$ cat src/rtl/seq_perceptron_pkg.sv
// Shared state type, config encodings and reset defaults for the sequential perceptron.
package seq_perceptron_pkg;

  localparam int N_FEAT_DEF  = 2;
  localparam int FEAT_W_DEF  = 4;
  localparam int SHIFT_W_DEF = 3;
  localparam int SUM_W_DEF   = 12;
  localparam int N_CLASS_DEF = 10;
  localparam int CLASS_W_DEF = 4;

  typedef enum logic [1:0] {
    ST_IDLE,
    ST_ACCUM,
    ST_MATCH,
    ST_DONE
  } state_e;

  localparam logic CFG_SEL_SHIFT = 1'b0;
  localparam logic CFG_SEL_TMPL  = 1'b1;

  localparam int DEFAULT_SHIFT0 = 1;
  localparam int DEFAULT_SHIFT1 = 3;
  localparam int N_DEFAULT_TMPL = 10;

  function automatic int default_shift(input int idx);
    case (idx)
      0:       return DEFAULT_SHIFT0;
      1:       return DEFAULT_SHIFT1;
      default: return 0;
    endcase
  endfunction

  // Template sums for the shapes the fixed classifier used to recognise.
  function automatic int default_template(input int idx);
    case (idx)
      0:       return 32;
      1:       return 2;
      2:       return 20;
      3:       return 34;
      4:       return 6;
      5:       return 28;
      6:       return 40;
      7:       return 4;
      8:       return 64;
      9:       return 26;
      default: return 0;
    endcase
  endfunction

endpackage

$ cat src/rtl/perceptron_template_table.sv
// Programmable table of {valid, sum} templates with one write port and one read port.
module perceptron_template_table
  import seq_perceptron_pkg::*;
#(
  parameter int N_CLASS = N_CLASS_DEF,
  parameter int SUM_W   = SUM_W_DEF,
  parameter int CLASS_W = CLASS_W_DEF
) (
  input  logic               clk,
  input  logic               rst,
  input  logic               we,
  input  logic [CLASS_W-1:0] waddr,
  input  logic [SUM_W:0]     wdata,
  input  logic [CLASS_W-1:0] raddr,
  output logic [SUM_W:0]     rdata
);

  logic [SUM_W:0] entry_q [N_CLASS];
  logic [SUM_W:0] entry_d [N_CLASS];

  always_comb begin
    for (int i = 0; i < N_CLASS; i++) begin
      entry_d[i] = entry_q[i];
      if (we && waddr == CLASS_W'(i)) begin
        entry_d[i] = wdata;
      end
    end
  end

  always_ff @(posedge clk) begin
    if (rst) begin
      for (int i = 0; i < N_CLASS; i++) begin
        entry_q[i] <= {1'(i < N_DEFAULT_TMPL), SUM_W'(default_template(i))};
      end
    end else begin
      for (int i = 0; i < N_CLASS; i++) begin
        entry_q[i] <= entry_d[i];
      end
    end
  end

  always_comb begin
    rdata = '0;
    for (int i = 0; i < N_CLASS; i++) begin
      if (raddr == CLASS_W'(i)) begin
        rdata = entry_q[i];
      end
    end
  end

endmodule

$ cat src/rtl/seq_perceptron.sv
// Sequential perceptron: accumulates shift-weighted features, then scans templates for an exact match.
module seq_perceptron
  import seq_perceptron_pkg::*;
#(
  parameter int N_FEAT  = N_FEAT_DEF,
  parameter int FEAT_W  = FEAT_W_DEF,
  parameter int SHIFT_W = SHIFT_W_DEF,
  parameter int SUM_W   = SUM_W_DEF,
  parameter int N_CLASS = N_CLASS_DEF,
  parameter int CLASS_W = CLASS_W_DEF
) (
  input  logic                     clk,
  input  logic                     rst,
  input  logic                     cfg_we,
  input  logic                     cfg_sel,
  input  logic [CLASS_W-1:0]       cfg_addr,
  input  logic [SUM_W:0]           cfg_data,
  output logic                     cfg_err,
  input  logic                     in_valid,
  output logic                     in_ready,
  input  logic [N_FEAT*FEAT_W-1:0] in_feat,
  output logic                     out_valid,
  input  logic                     out_ready,
  output logic [CLASS_W-1:0]       out_class,
  output logic                     out_hit,
  output logic                     out_sat,
  output logic [SUM_W-1:0]         out_sum
);

  localparam int FIDX_W = (N_FEAT > 1) ? $clog2(N_FEAT) : 1;
  localparam int WIDE_W = SUM_W + 8;

  state_e                   state_q, state_d;
  logic [N_FEAT*FEAT_W-1:0] feat_q, feat_d;
  logic [SUM_W-1:0]         sum_q, sum_d;
  logic                     sat_q, sat_d;
  logic                     hit_q, hit_d;
  logic                     cfg_err_q, cfg_err_d;
  logic [CLASS_W-1:0]       idx_q, idx_d;
  logic [CLASS_W-1:0]       class_q, class_d;
  logic [FIDX_W-1:0]        fidx_q, fidx_d;
  logic [SHIFT_W-1:0]       shift_q [N_FEAT];
  logic [SHIFT_W-1:0]       shift_d [N_FEAT];

  logic                     cfg_open, addr_ok, cfg_accept, tmpl_we;
  logic [FEAT_W-1:0]        cur_feat;
  logic [SHIFT_W-1:0]       cur_shift;
  logic [WIDE_W-1:0]        wide_sum;
  logic [SUM_W:0]           rd_entry;

  perceptron_template_table #(
    .N_CLASS (N_CLASS),
    .SUM_W   (SUM_W),
    .CLASS_W (CLASS_W)
  ) u_table (
    .clk   (clk),
    .rst   (rst),
    .we    (tmpl_we),
    .waddr (cfg_addr),
    .wdata (cfg_data),
    .raddr (idx_q),
    .rdata (rd_entry)
  );

  // Config only lands while no vector is in flight, so a running scan sees a frozen table.
  always_comb begin
    cfg_open   = (state_q == ST_IDLE) || (state_q == ST_DONE);
    addr_ok    = (cfg_sel == CFG_SEL_SHIFT) ? (int'(cfg_addr) < N_FEAT)
                                            : (int'(cfg_addr) < N_CLASS);
    cfg_accept = cfg_we && cfg_open && addr_ok;
    cfg_err_d  = cfg_we && !(cfg_open && addr_ok);
    tmpl_we    = cfg_accept && (cfg_sel == CFG_SEL_TMPL);
    for (int i = 0; i < N_FEAT; i++) begin
      shift_d[i] = shift_q[i];
      if (cfg_accept && cfg_sel == CFG_SEL_SHIFT && cfg_addr == CLASS_W'(i)) begin
        shift_d[i] = cfg_data[SHIFT_W-1:0];
      end
    end
  end

  always_comb begin
    cur_feat  = '0;
    cur_shift = '0;
    for (int i = 0; i < N_FEAT; i++) begin
      if (fidx_q == FIDX_W'(i)) begin
        cur_feat  = feat_q[i*FEAT_W +: FEAT_W];
        cur_shift = shift_q[i];
      end
    end
    wide_sum = WIDE_W'(sum_q) + (WIDE_W'(cur_feat) << cur_shift);
  end

  always_comb begin
    state_d = state_q;
    feat_d  = feat_q;
    sum_d   = sum_q;
    sat_d   = sat_q;
    idx_d   = idx_q;
    fidx_d  = fidx_q;
    class_d = class_q;
    hit_d   = hit_q;
    case (state_q)
      ST_IDLE: begin
        if (in_valid) begin
          feat_d  = in_feat;
          sum_d   = '0;
          sat_d   = 1'b0;
          idx_d   = '0;
          fidx_d  = '0;
          class_d = '0;
          hit_d   = 1'b0;
          state_d = ST_ACCUM;
        end
      end
      ST_ACCUM: begin
        if (wide_sum > WIDE_W'({SUM_W{1'b1}})) begin
          sum_d = '1;
          sat_d = 1'b1;
        end else begin
          sum_d = wide_sum[SUM_W-1:0];
        end
        if (fidx_q == FIDX_W'(N_FEAT - 1)) begin
          idx_d   = '0;
          state_d = ST_MATCH;
        end else begin
          fidx_d = fidx_q + 1'b1;
        end
      end
      ST_MATCH: begin
        if (rd_entry[SUM_W] && rd_entry[SUM_W-1:0] == sum_q) begin
          class_d = idx_q;
          hit_d   = 1'b1;
          state_d = ST_DONE;
        end else if (idx_q == CLASS_W'(N_CLASS - 1)) begin
          class_d = feat_q[(N_FEAT-1)*FEAT_W +: CLASS_W];
          hit_d   = 1'b0;
          state_d = ST_DONE;
        end else begin
          idx_d = idx_q + 1'b1;
        end
      end
      ST_DONE: begin
        if (out_ready) begin
          state_d = ST_IDLE;
        end
      end
      default: state_d = ST_IDLE;
    endcase
  end

  always_ff @(posedge clk) begin
    if (rst) begin
      state_q   <= ST_IDLE;
      feat_q    <= '0;
      sum_q     <= '0;
      sat_q     <= 1'b0;
      hit_q     <= 1'b0;
      idx_q     <= '0;
      class_q   <= '0;
      fidx_q    <= '0;
      cfg_err_q <= 1'b0;
      for (int i = 0; i < N_FEAT; i++) begin
        shift_q[i] <= SHIFT_W'(default_shift(i));
      end
    end else begin
      state_q   <= state_d;
      feat_q    <= feat_d;
      sum_q     <= sum_d;
      sat_q     <= sat_d;
      hit_q     <= hit_d;
      idx_q     <= idx_d;
      class_q   <= class_d;
      fidx_q    <= fidx_d;
      cfg_err_q <= cfg_err_d;
      for (int i = 0; i < N_FEAT; i++) begin
        shift_q[i] <= shift_d[i];
      end
    end
  end

  assign in_ready  = (state_q == ST_IDLE);
  assign out_valid = (state_q == ST_DONE);
  assign out_class = out_valid ? class_q : '0;
  assign out_hit   = out_valid & hit_q;
  assign out_sat   = out_valid & sat_q;
  assign out_sum   = out_valid ? sum_q : '0;
  assign cfg_err   = cfg_err_q;

endmodule
$ cat config.mk
export PLATFORM = sky130hd
export DESIGN_NAME = seq_perceptron
export DESIGN_NICKNAME = d
export VERILOG_FILES = /design/src/rtl/seq_perceptron_pkg.sv /design/src/rtl/perceptron_template_table.sv /design/src/rtl/seq_perceptron.sv
export SDC_FILE = /design/constraint.sdc
export NUM_CORES = 1
export LEC_CHECK = 0
export ABC_CLOCK_PERIOD_IN_PS = 3700
export CORE_ASPECT_RATIO = 2
export CORE_UTILIZATION = 40
export DETAILED_ROUTE_END_ITERATION = 10
export PLACE_DENSITY = 0.67
export SLEW_MARGIN = 10
export SYNTH_ARGS = -nofsm -noshare
export SYNTH_HDL_FRONTEND = slang
export SYNTH_SLANG_ARGS = --single-unit
$ cat constraint.sdc
create_clock -name clk -period 3.7 [get_ports clk]
set_input_delay 0.37 -clock clk [delete_from_list [all_inputs] [get_ports clk]]
set_output_delay 0.37 -clock clk [all_outputs]
set_load 0.03 [all_outputs]
# Word level (Yosys, flattened, before mapping)
# Memories as Yosys holds them, arrays and structs flattened.
# Index checks and enable logic that the tools add are counted.
[totals] in_bits=31 ram_bits=136 reg_bits=34 wordCells=174 latchBits=0 mem_bits_ro=0 output_inout_bits=21 mem_count=2
[op_classes] n_eq_ne=29 magnitude_cmp=3 n_mul=0 mux=79 div=0 reduce_logical=33 n_shift=1 bitwise_logic=15 addsub=3
[memory_table] name="u_table.entry_q" words=10 width=13 read_ports=10 rd_clocked_by_memory_dff=0 wr=10 line_no="perceptron_template_table.sv:18" text="logic [SUM_W:0] entry_q [N_CLASS];"
[memory_table] name="shift_q" words=2 width=3 read_ports=2 rd_clocked_by_memory_dff=0 wr=2 line_no="seq_perceptron.sv:42" text="logic [SHIFT_W-1:0] shift_q [N_FEAT];"
[ops] cell="$mux 13" count=30
[ops] cell="$mux 12" count=13
[ops] cell="$eq 4x3->1 const B" count=8
[ops] cell="$mux 4" count=8
[ops] cell="$pmux 12 s2" count=1
[ops] cell="$mux 3" count=7
[ops] cell="$add 12x20->20" count=1
[ops] cell="$gt 20x12->1 const B" count=1
[ops] cell="$shl 4x3->20" count=1
[ops] cell="$logic_and 1x1->1" count=19
[ops] cell="$eq 4x2->1 const B" count=4
[ops] cell="$eq 4x4->1 const B" count=4
[ops] cell="$eq 12x12->1" count=1
[ops] cell="$or 1x1->1" count=12
[ops] cell="$pmux 4 s3" count=1
[ops] cell="$mux 2" count=5
[ops] cell="$ne 2x2->1 const B" count=5
[ops] cell="$mux 1" count=9
[ops] cell="$eq 4x1->1 const B" count=2
[ops] cell="$logic_not 4->1" count=2
[ops] cell="$pmux 2 s4" count=1
[ops] cell="$pmux 4 s2" count=1
[ops] cell="$pmux 1 s2" count=3
[ops] cell="$reduce_and 3->1" count=2
[ops] cell="other kinds (18)" count=22

# Depth between registers and ports, before layout
# Gate-level depths: netlist of the first run.
[logic_depth] word_depth=15 mapped_depth=17 depth_no_buf=15

# Hierarchy
# A second synthesis of the first run with hierarchy kept.
[unflattened] cells_unflattened=1106 hier_area_um2=9027.4
[modules_own_cells] mod="perceptron_template_table" cells_each=735 seq_area_each_um2=2602.5 area_each_um2=6154.7 instances=1
[modules_own_cells] mod="seq_perceptron" cells_each=371 seq_area_each_um2=800.8 area_each_um2=2872.8 instances=1

# Worst setup path after synthesis of the first run
# No wires, ideal clock.
[synth_path] path_type="flip-flop to flip-flop" start="register fidx_q" end="register sum_q[11]" t_required_ps=3605 arrival_ps=3256 setup_ps=95 slack_ps=348 path_stages_with_launch=14 period_less_slack_ps=3352 path_buffers=1 cell_sequence="dfxtp_1 -> clkbuf_1 -> mux2i_1 -> nand2_1 -> nor2_1 -> ha_1 -> a21o_1 -> a21oi_1 -> nor2b_1 -> o21a_1 -> o41ai_1 -> o21ai_0 -> a31o_2 -> a221oi_1"
[synth_between] elab_chain_cells=6 word_cells_on_any_way=7
[synth_rtl] item="start, declared" line_no="seq_perceptron.sv:41" text="logic [FIDX_W-1:0] fidx_q, fidx_d;"
[synth_rtl] item="start signal, assigned" line_no="seq_perceptron.sv:173" text="fidx_q <= fidx_d;"
[synth_rtl] item="$mux 4 or $mux 3 (tied branches)" line_no="seq_perceptron.sv:85" text="if (fidx_q == FIDX_W'(i)) begin"
[synth_rtl] item="$shl 4x3->20 *" line_no="seq_perceptron.sv:90" text="wide_sum = WIDE_W'(sum_q) + (WIDE_W'(cur_feat) << cur_shift);"
[synth_rtl] item="$add 12x20->20 *" line_no="seq_perceptron.sv:90"
[synth_rtl] item="$gt 20x12->1" line_no="seq_perceptron.sv:116" text="if (wide_sum > WIDE_W'({SUM_W{1'b1}})) begin"
[synth_rtl] item="$mux 12 *" line_no="seq_perceptron.sv:116"
[synth_rtl] item="$pmux 12 s2 *" line_no="seq_perceptron.sv:102" text="case (state_q)"
[synth_rtl] item="end signal, assigned" line_no="seq_perceptron.sv:168" text="sum_q <= sum_d;"
[synth_rtl] item="end, declared" line_no="seq_perceptron.sv:35" text="logic [SUM_W-1:0] sum_q, sum_d;"
# Every way passes the cells marked *; elsewhere a longest branch is shown, timed or not.
# A chain may end at the register's enable or synchronous reset.

# Final worst setup path of the first run
[layout_path] start="register idx_q[1]" end="register idx_q[0]"
[layout_between] elab_chain_cells=15 word_cells_on_any_way=25
[layout_rtl] item="start, declared" line_no="seq_perceptron.sv:39" text="logic [CLASS_W-1:0] idx_q, idx_d;"
[layout_rtl] item="start signal, assigned" line_no="seq_perceptron.sv:171" text="idx_q <= idx_d;"
[layout_rtl] item="$logic_not 4->1" line_no="perceptron_template_table.sv:45" text="if (raddr == CLASS_W'(i)) begin"
[layout_rtl] item="$mux 13 (10 in a row)" line_no="perceptron_template_table.sv:45"
[layout_rtl] item="$eq 12x12->1" line_no="seq_perceptron.sv:130" text="if (rd_entry[SUM_W] && rd_entry[SUM_W-1:0] == sum_q) begin"
[layout_rtl] item="$logic_and 1x1->1" line_no="seq_perceptron.sv:130"
[layout_rtl] item="$ne 2x2->1 (no source line)"
[layout_rtl] item="$reduce_and 5->1 (no source line) *"
# Marks and branches as above.

==> impl_metrics.yaml, run 1 <==
worst_setup_path:
  crit_slowest_cell: "nor4_1"
  critPathLaunch: "idx_q[1]"
  critical_path.max_fanout: 20
  arrival_ps: 3840
  reg2reg_depth: 13
  setup.worst_path.end_class: "register"
  reg2reg_to: "idx_q[0]"
  rr_startpoint: "idx_q[1]"
  worstPathCellList: "inv_1, ha_4, buf_4, and3b_1, a22o_1, a31oi_1, o311ai_0, xnor2_1, nand4_1, nor4_1, buf_4, o2111ai_1, o311ai_0"
  worst_path_largest_cell_delay_ps: 410
  worstPathRequired_ps: 4030
  r2r_slack_ps: 190
  critical_path.endpoint: "idx_q[0]"
  start_kind: "register"
  criticalPathCategory: "register to register"
routing:
  drt_iter0_drc: 688
  post_drt_wl_per_cell_um: 20.3
  drcViolationCount: 0
  wl_mm: 30.9
  ant_nets: 0
  num_vias: 8828
  first_pass_iters: 5
  vias_per_cell: 5.79
final_layout:
  design_area_um2: 10700
  n_fill_cell: 2234
  final_cells: 1526
  nets: 1286
  drive_gt1_frac: 0.0803
  register_area_um2: 3410
  syn2layout_area_growth_pct: 15.5
  antenna_cells: 0
  multi_input_area_um2: 5330
placed_design:
  io_buffers: 51
  placed_area_um2: 10000
  dp_hpwl_mm: 22.5
  gp_congestion: 0.949
  dp.cells: 1496
synthesis:
  ys_types: 79
  synth_fp_nets: 1269
  ys_seq_area_frac: 0.368
  synth_enable_flop_cells: 0
  avgSynthCellArea_um2: 7.59
  synth-seq-cells: 170
  syn_inst: 1218
  synth_top_cell_by_area: "dfxtp_1"
  yosysWarnings: 0
  synth-async-reset-ratio: 0
  synth.top_cell.area_share: 0.368
  yosys-top-cells-area: "dfxtp_1, nand2_1, a21oi_1"
  synth_area_um2: 9250
  synth_ff_type: "dfxtp_1"
timing:
  finalHoldViolCount: 0
  finClkSkew_ps: 16.1
  post-route-min-period_ps: 3510
  setup_viol: 0
  rsz0062_at_grt: "false"
  fin_crit_sh: 0.949
  final.setup.tns_ps: 0
  slew_headroom: 0.365
  slew_violations: 0
  tightestPinTransition_ps: 944
  fmax_mhz: 285
floorplan:
  dieArea_um2: 23800
  ios: 52
  initial_core_util: 0.408
  fp.coreArea_um2: 22600
  rows: 78
  die_w_um: 110
  dieHeight_um: 217
cts:
  cts_tree: "done"
  clk_latency_ps: 460
  clkTransAtPathRegs_ps: 60
  clock_sinks: 170
  cts_buffers: 17
  cts_hold_buf: 0
  clock_path_buffers: 2
  ctsRootBufferMaster: "clkbuf_16"
  htree_levels: 4
global_routing:
  grt-ovfl-total: 0
  grt_pass1_vias: 8615
  grt_pass1_wl_mm: 47.7
  grt_usage: 0.272
  grt_start_max_net_pins: 75
  antenna_found_initial: 0
min_path:
  worst_hold_path_type: "primary input to register"
job:
  maxCapViolations: 0
pwr:
  ir_drop_v: 0.000392
  powerDensity_nw_per_um2: 457
  power.leakage_nw: 4.32
run_status:
  outcome: "completed"
==> metrics by stage <==
stage          hold slack (ps)   util  setup slack, ps  power, W
2_1_floorplan              427      -              348   0.00262
3_3_place_gp               436  0.444             50.9   0.00301
3_5_place_dp               443  0.444             -101   0.00302
4_1_cts                    436  0.470             42.6   0.00487
5_1_grt                    463  0.472             29.7   0.00505
6_report                   443  0.472              189   0.00488
==> report_power, final <==
| part | leakage (nW) | total [W] | switching [W] | internal (W) |
|---|---|---|---|---|
| clock network | 0.281 | 0.00187 | 0.000780 | 0.00109 |
| logic | 2.67 | 0.00107 | 0.000698 | 0.000367 |
| registers | 1.37 | 0.00194 | 0.0000566 | 0.00188 |
| total | 4.32 | 0.00488 | 0.00153 | 0.00334 |
==> flip-flops by register name (all words and copies together) (netlist names), 2 cells and up <==
| signal | count |
|---|---|
| class_q | 4 |
| feat_q | 8 |
| idx_q | 4 |
| shift_q | 6 |
| state_q | 2 |
| sum_q | 12 |
| u_table.entry_q | 130 |
==> logic make-up after synthesis <==
| family | count (synthesis) | synth area share |
|---|---|---|
| buffers and inverters | 124 | 0.0594 |
| adder cells (fa/ha/maj) | 20 | 0.0279 |
| flip-flops | 170 | 0.368 |
| multiplexers | 64 | 0.0699 |
| AO/OA/AOI/OAI | 294 | 0.197 |
| XOR/XNOR | 15 | 0.0142 |
| AND/OR/NAND/NOR | 531 | 0.264 |
==> worst max-delay path: cells and delay by family, from the launching register on <==
family                   cells  cell delay (ps)
AND/OR/NAND/NOR              3              890
AO/OA/AOI/OAI                5              970
adder cells (fa/ha/maj)      1              260
buffers and inverters        3              500
flip-flops                   1              390
XOR/XNOR                     1              370
==> Yosys cell counts, types with 14 or more instances <==
master / number
o21ai_0: 40
nor2b_1: 15
ha_1: 19
nor3_1: 15
clkbuf_1: 68
nand2b_1: 14
buf_2: 16
nand3b_1: 17
nand2_1: 286
nor2_1: 75
nand3_1: 34
and2_1: 24
a21oi_1: 147
inv_1: 24
mux2i_1: 59
dfxtp_1: 170
==> metal layers <==
metal,vias to the layer above,share of wire,global-route usage
met5,-,0,0
met4,0,0.087,0.213
met3,138,0.042,0.0548
met2,300,0.53,0.490
met1,4153,0.35,0.260
li1,4237,-,-
==> what timing repair did <==
item | in CTS | in global routing
resized for setup | 1 | 7
hold endpoints to repair | 0 | 0
endpoints found under the setup margin | 10 | 16
pin swaps | 0 | 1
buffers inserted | 0 | 0
==> area by class of cell <==
cell class                      count  share of cell area
Sequential cell                   170               0.319
Clock buffer                       20              0.0428
Inverter                           25             0.00878
Clock inverter                     10              0.0134
Tap cell                          280              0.0328
Multi-Input combinational cell    924               0.499
Timing Repair Buffer               97              0.0846
==> worst min-delay path by stage <==
| stage | start | endpoint | slack (ps) | cells past startpoint |
|---|---|---|---|---|
| floorplan | class_q[0] | class_q[0] | 430 | 1 |
| global placement | class_q[2] | class_q[2] | 440 | 1 |
| detailed placement | u_table.entry_q[0][37] | u_table.entry_q[0][37] | 440 | 2 |
| CTS | rst | u_table.entry_q[0][113] | 440 | 2 |
| global route | rst | u_table.entry_q[0][117] | 460 | 2 |
| finish | rst | u_table.entry_q[0][113] | 440 | 2 |
==> cell usage in the layout, fill, tap and decap left out, drive strengths merged, types with 7 or more instances in the layout <==
cell and n:
a21oi 148, a221oi 8, a311oi 7, a31oi 11, and2 25, and3 11, buf 47, clkbuf 20
clkdlybuf4s50 50, dfxtp 170, ha 19, inv 26, mux2i 59, nand2 286, nand2b 14, nand3 34
nand3b 17, nor2 75, nor2b 15, nor3 16, nor3b 11, o211ai 7, o21a 7, o21ai 42
xnor2 8, xor2 7
No activity file was read; power rests on OpenSTA's default activity.
==> run 2, diff against run 1 <==
--- a/config.mk
+++ b/config.mk
@@ -9,6 +9,7 @@
 export CORE_ASPECT_RATIO = 2
 export CORE_UTILIZATION = 40
 export DETAILED_ROUTE_END_ITERATION = 10
+export HOLD_SLACK_MARGIN = 0.12
 export PLACE_DENSITY = 0.67
 export SLEW_MARGIN = 10
 export SYNTH_ARGS = -nofsm -noshare
==> results of run 2 <==
No change in the layout: final DEF, timing and power equal those of run 1.
